[src/rtl/alu_multicycle.sv]
// Registered ALU with single-cycle ops and an optional iterative shift-add multiplier.
// Define ALU_MUL_EN to build the MUL opcode; otherwise opcode 1001 is reported as illegal.
module alu_multicycle #(
    parameter int WIDTH = 32
) (
    input  logic             clk,
    input  logic             rst_n,
    input  logic             start,
    input  logic [3:0]       ALUCtrl,
    input  logic [WIDTH-1:0] data1_in,
    input  logic [WIDTH-1:0] data2_in,
    output logic             busy,
    output logic             done,
    output logic [WIDTH-1:0] data,
    output logic             Zero,
    output logic             Overflow,
    output logic             Illegal
);

    localparam int SHW = $clog2(WIDTH);

    localparam logic [3:0] OP_AND  = 4'b0000;
    localparam logic [3:0] OP_OR   = 4'b0001;
    localparam logic [3:0] OP_ADD  = 4'b0010;
    localparam logic [3:0] OP_XOR  = 4'b0011;
    localparam logic [3:0] OP_SLL  = 4'b0100;
    localparam logic [3:0] OP_SRL  = 4'b0101;
    localparam logic [3:0] OP_SUB  = 4'b0110;
    localparam logic [3:0] OP_SLT  = 4'b0111;
    localparam logic [3:0] OP_SRA  = 4'b1000;
    localparam logic [3:0] OP_SLTU = 4'b1010;

    logic [SHW-1:0]   shamt;
    logic [WIDTH-1:0] sum;
    logic [WIDTH-1:0] diff;
    logic [WIDTH-1:0] alu_res;
    logic             alu_ovf;
    logic             alu_ill;

    logic             done_q, done_d;
    logic [WIDTH-1:0] data_q, data_d;
    logic             zero_q, zero_d;
    logic             ovf_q, ovf_d;
    logic             ill_q, ill_d;

    assign shamt = data2_in[SHW-1:0];
    assign sum   = data1_in + data2_in;
    assign diff  = data1_in - data2_in;

    always_comb begin
        alu_res = '0;
        alu_ovf = 1'b0;
        alu_ill = 1'b0;
        case (ALUCtrl)
            OP_AND:  alu_res = data1_in & data2_in;
            OP_OR:   alu_res = data1_in | data2_in;
            OP_XOR:  alu_res = data1_in ^ data2_in;
            OP_ADD: begin
                alu_res = sum;
                alu_ovf = (data1_in[WIDTH-1] == data2_in[WIDTH-1]) &&
                          (sum[WIDTH-1] != data1_in[WIDTH-1]);
            end
            OP_SUB: begin
                alu_res = diff;
                alu_ovf = (data1_in[WIDTH-1] != data2_in[WIDTH-1]) &&
                          (diff[WIDTH-1] != data1_in[WIDTH-1]);
            end
            OP_SLL:  alu_res = data1_in << shamt;
            OP_SRL:  alu_res = data1_in >> shamt;
            OP_SRA:  alu_res = $signed(data1_in) >>> shamt;
            OP_SLT:  alu_res = {{(WIDTH-1){1'b0}}, $signed(data1_in) < $signed(data2_in)};
            OP_SLTU: alu_res = {{(WIDTH-1){1'b0}}, data1_in < data2_in};
`ifdef ALU_MUL_EN
            // Handled by the multiplier FSM; this entry only keeps it out of the illegal set.
            4'b1001: alu_res = '0;
`endif
            default: alu_ill = 1'b1;
        endcase
    end

`ifdef ALU_MUL_EN
    localparam logic [3:0]     OP_MUL = 4'b1001;
    localparam logic [SHW-1:0] LAST   = SHW'(WIDTH - 1);

    typedef enum logic {S_IDLE, S_MUL} state_t;

    state_t           state_q, state_d;
    logic             busy_q, busy_d;
    logic [WIDTH-1:0] acc_q, acc_d;
    logic [WIDTH-1:0] mcand_q, mcand_d;
    logic [WIDTH-1:0] mplier_q, mplier_d;
    logic [SHW-1:0]   cnt_q, cnt_d;
    logic [WIDTH-1:0] acc_step;

    // One multiplier bit per cycle; the multiplicand walks left so the sum wraps naturally.
    assign acc_step = acc_q + (mplier_q[0] ? mcand_q : '0);
`endif

    always_comb begin
        done_d = 1'b0;
        data_d = data_q;
        zero_d = zero_q;
        ovf_d  = ovf_q;
        ill_d  = ill_q;
`ifdef ALU_MUL_EN
        state_d  = state_q;
        busy_d   = busy_q;
        acc_d    = acc_q;
        mcand_d  = mcand_q;
        mplier_d = mplier_q;
        cnt_d    = cnt_q;
        case (state_q)
            S_IDLE: begin
                if (start) begin
                    if (ALUCtrl == OP_MUL) begin
                        state_d  = S_MUL;
                        busy_d   = 1'b1;
                        acc_d    = '0;
                        mcand_d  = data1_in;
                        mplier_d = data2_in;
                        cnt_d    = '0;
                    end else begin
                        done_d = 1'b1;
                        data_d = alu_res;
                        zero_d = (alu_res == '0);
                        ovf_d  = alu_ovf;
                        ill_d  = alu_ill;
                    end
                end
            end
            S_MUL: begin
                acc_d    = acc_step;
                mcand_d  = mcand_q << 1;
                mplier_d = mplier_q >> 1;
                cnt_d    = cnt_q + SHW'(1);
                if (cnt_q == LAST) begin
                    state_d = S_IDLE;
                    busy_d  = 1'b0;
                    cnt_d   = '0;
                    done_d  = 1'b1;
                    data_d  = acc_step;
                    zero_d  = (acc_step == '0);
                    ovf_d   = 1'b0;
                    ill_d   = 1'b0;
                end
            end
            default: state_d = S_IDLE;
        endcase
`else
        if (start) begin
            done_d = 1'b1;
            data_d = alu_res;
            zero_d = (alu_res == '0);
            ovf_d  = alu_ovf;
            ill_d  = alu_ill;
        end
`endif
    end

    always_ff @(posedge clk or negedge rst_n) begin
        if (!rst_n) begin
            done_q   <= 1'b0;
            data_q   <= '0;
            zero_q   <= 1'b1;
            ovf_q    <= 1'b0;
            ill_q    <= 1'b0;
`ifdef ALU_MUL_EN
            state_q  <= S_IDLE;
            busy_q   <= 1'b0;
            acc_q    <= '0;
            mcand_q  <= '0;
            mplier_q <= '0;
            cnt_q    <= '0;
`endif
        end else begin
            done_q   <= done_d;
            data_q   <= data_d;
            zero_q   <= zero_d;
            ovf_q    <= ovf_d;
            ill_q    <= ill_d;
`ifdef ALU_MUL_EN
            state_q  <= state_d;
            busy_q   <= busy_d;
            acc_q    <= acc_d;
            mcand_q  <= mcand_d;
            mplier_q <= mplier_d;
            cnt_q    <= cnt_d;
`endif
        end
    end

`ifdef ALU_MUL_EN
    assign busy = busy_q;
`else
    assign busy = 1'b0;
`endif
    assign done     = done_q;
    assign data     = data_q;
    assign Zero     = zero_q;
    assign Overflow = ovf_q;
    assign Illegal  = ill_q;

endmodule

[config.mk]
export PLATFORM = sky130hd
export DESIGN_NAME = alu_multicycle
export DESIGN_NICKNAME = d
export VERILOG_FILES = /design/src/rtl/alu_multicycle.sv
export SDC_FILE = /design/constraint.sdc
export NUM_CORES = 1
export LEC_CHECK = 0
export CAP_MARGIN = 10
export CORE_ASPECT_RATIO = 1.2
export CORE_MARGIN = 2
export CORE_UTILIZATION = 60
export CTS_CLUSTER_DIAMETER = 120
export DETAILED_ROUTE_END_ITERATION = 16
export PLACE_DENSITY = 0.9
export RECOVER_POWER = 25
export SLEW_MARGIN = 20
export SYNTH_ARGS = -nofsm -noshare
export SYNTH_HDL_FRONTEND = slang
export SYNTH_SLANG_ARGS = --single-unit
[constraint.sdc]
create_clock -name clk -period 0.81 [get_ports clk]
set_input_delay 0.162 -clock clk [delete_from_list [all_inputs] [get_ports clk]]
set_output_delay 0.162 -clock clk [all_outputs]
set_load 0.01 [all_outputs]
==> summary.txt, run 1 <==
Run status
  • Status: did not finish
  • Stopping stage: clock tree synthesis (4_1_cts)
  • Run Error: [ERROR DPL-0038] Utilization greater than 100%, impossible to legalize

CTS
  • CTS root buf: clkbuf_16
  • Htree depth: 2
  • TritonCTS Buffers: 5
  • Setup bufs post-CTS: 167
  • Total clock sinks: 36
  • Post-CTS sizing: 833
  • Hold Buf Count CTS: 0
  • CTS max path bufs: 2

Placed design
  • DP Worst Slack: -3.86 ns
  • Detailed placement HPWL: 53400 um
  • Port Buffers: 106
  • Final Wtd Congestion: ~1.3

Logic synthesis
  • Ys flop type: dfrtp_1
  • Synth Register Bits: 36
  • Post-Syn Area: 11600 um^2
  • Unique masters post-synth: between 90 and 100
  • Synthesized Nets: ~1800
  • Mapped Avg Cell Area: approximately 7.3 um^2
  • Number of synthesis warnings: 0
  • Register area share after synthesis: 7.79%
  • Post-synth EDFFs: 0
  • Mapped Cells: approximately 1600
  • Async S/R FF share, synth: 100%
  • Synth area leader: ha_1
  • Area contributors post-synth: ha_1 (10%), mux4_2 (8.2%), dfrtp_1 (7.6%)
  • Area share of the largest cell type after synthesis: 10.5%

Floorplan
  • Die height: 156 um
  • Initial Utilization: 61.2%
  • Die X: around 130 um
  • Row count: 55
  • IO Pins: between 100 and 150
-- Yosys cell counts (all sizes together), types with 7 or more instances --
| master | n |
|---|---|
| a31oi | 27 |
| nor3 | 37 |
| or3 | 8 |
| inv | 116 |
| o221ai | 12 |
| a21oi | 127 |
| and3 | 9 |
| nor4 | 10 |
| o311ai | 9 |
| a221oi | 12 |
| mux4 | 43 |
| mux2 | 33 |
| a211o | 8 |
| nand2 | 144 |
| a211oi | 21 |
| o21ai | 84 |
| nor2 | 135 |
| or2 | 10 |
| and2 | 10 |
| a2111oi | 8 |
| nand4 | 12 |
| dfrtp | 35 |
| o31ai | 14 |
| a21o | 12 |
| buf | 52 |
| a32oi | 8 |
| a22o | 7 |
| o2111ai | 9 |
| o211ai | 40 |
| ha | 97 |
| a22oi | 22 |
| o21a | 7 |
| clkbuf | 81 |
| nand3 | 23 |
| nor2b | 24 |
| o21bai | 12 |
| mux2i | 85 |
| nand2b | 28 |
| o22ai | 38 |
-- through the flow --
step	hold slack [ns]	area [um^2]	util, %	std cells
floorplan	-0.134	12200	-	1580
global placement	0.489	17200	91.0	2401
detailed placement	0.497	17200	91.0	2401
-- cell families after synthesis --
family,synth area share [%]
compound gates,32.6
xor+xnor,0.681
fa+ha+maj,10.8
buf+inv,9.27
flops,7.79
mux,19.0
other cells,0.0324
simple gates,19.8
==> run 2: changes to the inputs <==
--- a/config.mk
+++ b/config.mk
@@ -6,12 +6,10 @@
 export NUM_CORES = 1
 export LEC_CHECK = 0
 export CAP_MARGIN = 10
-export CORE_ASPECT_RATIO = 1.2
 export CORE_MARGIN = 2
-export CORE_UTILIZATION = 60
-export CTS_CLUSTER_DIAMETER = 120
+export CORE_UTILIZATION = 40
 export DETAILED_ROUTE_END_ITERATION = 16
-export PLACE_DENSITY = 0.9
+export PLACE_DENSITY_LB_ADDON = 0.15
 export RECOVER_POWER = 25
 export SLEW_MARGIN = 20
 export SYNTH_ARGS = -nofsm -noshare
==> summary.txt, run 2 <==
Logic synthesis
  • Register area share after synthesis: 7.79%
  • Area contributors post-synth: ha_1 (10%), mux4_2 (8.2%), dfrtp_1 (7.6%)
  • Post-synth EDFFs: 0
  • Area share of the largest cell type after synthesis: 10.5%
  • Synth Register Bits: 36
  • Post-Syn Area: 11600 um^2
  • Synth area leader: ha_1
  • Unique masters post-synth: 96
  • Async S/R FF share, synth: 100%
  • Mapped Cells: 1580
  • Number of synthesis warnings: 0
  • Top cells by count, synth: nand2_1 (144), nor2_1 (135), a21oi_1 (126)
  • Cell with the most instances after synthesis: nand2_1
  • Synthesized Nets: 1750
  • Mapped Avg Cell Area: 7.33 um^2
  • Ys flop type: dfrtp_1

Detailed routing
  • Drc violations: 0
  • Overall routed net length: 73500 um
  • Routed WL per cell: 26.5 um
  • ANT nets after route: 0
  • Number of vias per cell: 6.38
  • Vias: 17702
  • Pre-Repair DR Iteration Count: 8
  • DR iter-0 viols: 2074

Pwr
  • Static leakage power: 10.0 nW
  • Total power per unit cell area: 929 nW/um^2
  • VDD IR-drop max: 0.000909 V
  • Power Total: ~0.021 W

Timing
  • Slew HR: 47.1%
  • Setup slack after layout: -2.93 ns
  • Clock skew: 0 ns
  • Fmax: 0.267 GHz
  • Endpoints failing hold: 0
  • Setup Viol. Count Final: 100
  • RSZ-0062 raised after global routing: true
  • Worst hold slack: about 0.36 ns
  • Tmin final: 3.74 ns
  • Max-slew violations: 0
  • Final period utilization: 462%
  • Slew @ Worst Pin: 0.787 ns

Finish
  • Ratio of cells with drive above 1 in the final layout: approximately 58%
  • Max reg flops: 32
  • Most frequent cells in the layout: buf_4 (688), nand2_1 (136), buf_6 (120)
  • Layout fillers: about 2000
  • Area added between synthesis and finish: 92.7%
  • Final instance area: 22300 um^2
  • Antenna diode count: 0
  • Most common cell after layout, fill and taps aside: buf_4
  • Fin cells: 2774
  • Layout net count: 2559

Global route
  • Antenna violations before repair: 0
  • Total GRT Usage: 45.7%
  • Total gr overflow: 0
  • Global-route wire length before repair: 106000 um
  • Largest net degree at the start of global routing: 47
  • Vias in the first global route: 17304

Floorplan
  • Row count: 62
  • Die X: around 170 um
  • IO Pins: 108
  • Initial Utilization: 40.5%
  • Core area: between 20000 and 30000 um^2
  • Die height: 174 um
  • Die area: ~30000 um^2

Critical path
  • Setup CP Type: in -> reg
  • Crit end category: register
  • Slowest cell on the critical path: or4_4
  • CP arrival: roughly 3.9 ns
  • Startpoint class of the critical path: input port
  • Crit-path cells: buf_12 > ha_4 > inv_4 > fa_2 > nand2b_4 > a2111oi_4 > o211ai_1 > buf_4 > a31oi_4 > o221a_4 > o22a_1 > o221ai_4 > a2111oi_4 > nand4_1 > or4_4 > o41ai_2
  • CP Data Required Time: 1.00 ns
  • Max incr delay on CP: 0.55 ns
  • CP dominant cell by count: a2111oi_4
  • Critical-path maximum fanout: 4
  • R2r worst-path depth: 4

Placed design
  • Port Buffers: about 110
  • Placed Instance Area: 18000 um^2
  • Cell total after placement: 2603
  • Final Wtd Congestion: just over 1
  • Detailed placement HPWL: ~53000 um

CTS
  • TritonCTS Buffers: 5
  • Total clock sinks: 36
  • CTS max path bufs: 2
  • TritonCTS clock tree: done
  • CTS root buf: clkbuf_16
  • Htree depth: 2
  • Clock Latency Late Sink: 0.28 ns
  • Clock-pin slew on the worst setup and hold paths: 0.05 ns

Run status
  • Failing checks: setup timing
  • Status: complete, but fails checks

Hold path
  • Hold/Removal Path Class: in -> async

Flow run
  • MaxCap Viol Count: 0
## run 2: layout make-up
type	count	area (um^2)	share of cell area (%)
Sequential cell	36	902	4.04
Timing Repair Buffer	933	7940	35.6
Multi-Input combinational cell	1295	12400	55.4
Inverter	118	490	2.20
Tap cell	384	480	2.15
Clock buffer	8	146	0.656
## run 2: worst paths after layout
path	start	end	slack, ns
worst max-delay path	data2_in[0]	Zero$_DFFE_PN1P_	-2.93
worst min-delay path	rst_n	data[27]$_DFFE_PN0P_	0.36
worst max register to register	data[28]$_DFFE_PN0P_	data[28]$_DFFE_PN0P_	-0.17
worst min register to register	Illegal$_DFFE_PN0P_	Illegal$_DFFE_PN0P_	0.47
max in group asynchronous	rst_n	data[9]$_DFFE_PN0P_	-0.12
min in group clk	start	done$_DFF_PN0_	0.45
## run 2: timing repair
item,4_1_cts,5_1_grt
hold buffers,1,0
pin swaps,156,111
resized for setup,841,155
setup endpoints to repair,71,71
setup buffers,131,44
endpoints found under the hold margin,36,0
gates cloned,7,1
## run 2: worst max-delay path: cells and delay by family
kind / cells / cell delay (ns)
AOI/OAI and AO/OA: 8 / 2.00
adders and majority gates: 2 / 0.53
buffers and inverters: 3 / 0.38
and+or+nand+nor: 3 / 0.85
## run 2: layer usage
layer  vias to the layer above  wire [um]  part of all wire [%]  global-route usage, %
li1                       7588          -                     -                      -
met5                         -          0                     0                      0
met3                       343       8000                    11                   12.0
met4                         0       4990                   6.8                   20.7
met2                      1257      32300                    44                   73.2
met1                      8514      28200                    38                   57.8
## run 2: cell families after synthesis
group,count (synthesis),synth area share (%)
multiplexers,161,19.0
XOR/XNOR,9,0.681
AND/OR/NAND/NOR,479,19.8
other,1,0.0324
buffers and inverters,251,9.27
adder cells (fa/ha/maj),99,10.8
flip-flops,36,7.79
AO/OA/AOI/OAI,544,32.6
## run 2: power breakdown
group          switching, W  internal [W]  total (W)
sequential         0.000141       0.00205    0.00219
clock              0.000738       0.00123    0.00197
combinational       0.00844       0.00814     0.0166
## run 2: per-stage QoR
stage / util (%) / setup WS [ns] / setup TNS [ns]
global route: 77.9 / -2.93 / -78.27
finish: 77.9 / -2.93 / -73.83
detailed placement: 62.8 / -3.77 / -100.27
floorplan: - / -2.94 / -61.47
CTS: 74.4 / -2.78 / -66.54
global placement: 62.8 / -3.63 / -98.65
No activity file was read; power rests on OpenSTA's default activity.
==> run 3: changes to the inputs <==
--- a/config.mk
+++ b/config.mk
@@ -6,6 +6,7 @@
 export NUM_CORES = 1
 export LEC_CHECK = 0
 export CAP_MARGIN = 10
+export CORE_ASPECT_RATIO = 1.25
 export CORE_MARGIN = 2
 export CORE_UTILIZATION = 40
 export DETAILED_ROUTE_END_ITERATION = 16
==> summary.txt, run 3 (synthesized netlist as in run 2, its figures left out) <==
Critical path
  • Flop2flop setup slack: -0.18 ns
  • Crit. Startpoint: data2_in[0]
  • Crit end category: register
  • Reg2Reg Capture Point: data[0]$_DFFE_PN0P_
  • Setup crit end: Zero$_DFFE_PN1P_
  • Slowest cell on the critical path: or4_4
  • Crit-path cells: buf_16 > buf_12 > buf_16 > buf_12 > buf_6 > buf_6 > mux4_2 > buf_6 > buf_6 > nand2_4 > nand3_2 > o211ai_1 > mux2i_2 > a2111oi_2 > buf_4 > o31ai_4 > a211oi_4 > nand4_1 > or4_4 > o41ai_2
  • Startpoint class of the critical path: input port
  • Critical-path maximum fanout: 7
  • CP dominant cell by count: buf_6
  • Worst r2r src: data[0]$_DFFE_PN0P_
  • R2r worst-path depth: 4
  • CP Data Required Time: 1.00 ns
  • Max incr delay on CP: 0.56 ns
  • CP arrival: 3.89 ns
  • Setup CP Type: in -> reg

Detailed routing
  • Pre-Repair DR Iteration Count: 6
  • DR iter-0 viols: around 2100
  • Routed WL per cell: 26.5 um
  • Met2 Wirelength: 32800 um
  • Number of vias per cell: 6.43
  • WL met1: 26100 um
  • Drc violations: 0
  • Met3 WL: approximately 7000 um
  • Overall routed net length: 72300 um
  • ANT nets after route: 0
  • Vias: 17521
  • Max layer used: met5

Timing
  • Clock skew: 0 ns
  • RSZ-0062 raised after global routing: true
  • Final period utilization: 457%
  • Setup slack after layout: -2.89 ns
  • Tmin final: 3.70 ns
  • Slew @ Worst Pin: 0.875 ns
  • Endpoints failing hold: 0
  • Fmax: 0.270 GHz
  • Slew HR: roughly two fifths
  • Setup Viol. Count Final: 99
  • Max-slew violations: 0

Pwr
  • Internal Power: approximately 0.011 W
  • Static leakage power: 9.89 nW
  • Total power per unit cell area: roughly 930 nW/um^2
  • Sequential power share: 10.6%
  • Clock power frac: 9.2%
  • Switching share of total power: 44.5%
  • Gate power share: 80.2%
  • Switching power: 0.00919 W
  • VDD IR-drop max: 0.00127 V

Floorplan
  • Die area: 30300 um^2
  • Die height: ~190 um
  • Row count: 69
  • Die X: 156 um
  • Core area: around 28000 um^2
  • Initial Utilization: roughly two fifths
  • IO Pins: around 110

CTS
  • Clock Latency Late Sink: between 0.2 and 0.3 ns
  • TritonCTS Buffers: 5
  • TritonCTS clock tree: done
  • CTS max path bufs: 2
  • CTS root buf: clkbuf_16
  • Htree depth: 2
  • Clock-pin slew on the worst setup and hold paths: around 0.05 ns
  • Total clock sinks: 36

Finish
  • Final instance area: 22200 um^2
  • Max reg flops: 32
  • Most frequent cells in the layout: buf_4 (665), nand2_1 (127), buf_6 (127)
  • Ratio of cells with drive above 1 in the final layout: 59.0%
  • Area added between synthesis and finish: 92.0%
  • Fin cells: between 2000 and 3000
  • Layout net count: 2538
  • Antenna diode count: 0
  • Most common cell after layout, fill and taps aside: buf_4

Run status
  • Failing checks: setup timing
  • Status: complete, but fails checks

Placed design
  • DP Worst Slack: -3.74 ns
  • Cell total after placement: 2559
  • Port Buffers: approximately 110
  • Detailed placement HPWL: ~53000 um
  • Placed Instance Area: 17800 um^2
  • Final Wtd Congestion: 1.08

Global route
  • Vias in the first global route: about 17000
  • Total GRT Usage: 45.0%
  • Total gr overflow: 0
  • Global-route wire length before repair: 104000 um
  • Antenna violations before repair: 1
  • Largest net degree at the start of global routing: 46

Flow run
  • MaxCap Viol Count: 0

Hold path
  • Hold/Removal Path Class: in -> async
## run 3: per-layer routing
layer	up-vias	GRT usage [%]
met4	2	27.1
li1	7525	-
met5	-	0
met3	393	6.01
met2	1259	74.7
met1	8342	55.1
## run 3: worst min path at each step
stage	from	to	cells after the start
global route	rst_n	data[25]$_DFFE_PN0P_	2
floorplan	rst_n	Illegal$_DFFE_PN0P_	0
detailed placement	rst_n	data[25]$_DFFE_PN0P_	1
CTS	rst_n	data[25]$_DFFE_PN0P_	2
finish	rst_n	data[25]$_DFFE_PN0P_	2
global placement	rst_n	Overflow$_DFFE_PN0P_	1
## run 3: what timing repair did
item,4_1_cts,5_1_grt
resized for setup,790,248
endpoints found under the hold margin,36,0
endpoints found under the setup margin,71,71
cloned,4,1
setup buffers,148,56
pin swaps,130,137
hold buffers,1,0
## run 3: critical path: cells and delay by family
family          cells  cell delay (ns)
compound gates      5             1.01
buf+inv             9             1.17
mux                 2             0.71
simple gates        4             0.83
## run 3: cell type report
type | count | area (um^2)
multi-input cells | 1294 | 12500
repair buffers | 913 | 7790
clock buffers | 8 | 146
flip-flops and latches | 36 | 902
well taps | 355 | 444
fillers | 1919 | 6260
inverters | 118 | 487
## run 3: per-stage QoR
stage	total power [W]	setup TNS (ns)	hold WS (ns)	utilization [%]
global placement	0.0144	-97.22	0.00930	62.5
finish	0.0206	-68.76	0.330	78.0
CTS	0.0190	-66.88	0.240	74.2
detailed placement	0.0145	-99.18	0.00999	62.5
floorplan	0.00806	-61.47	-0.134	-
global route	0.0214	-74.64	0.378	78.0
## run 3: power by group through the flow
stage               combinational (W)  clock (W)  sequential, W
finish                         0.0166    0.00190        0.00219
floorplan                     0.00574          0        0.00232
detailed placement             0.0123          0        0.00220
CTS                            0.0149    0.00192        0.00217
global placement               0.0122          0        0.00219
global route                   0.0172    0.00200        0.00221
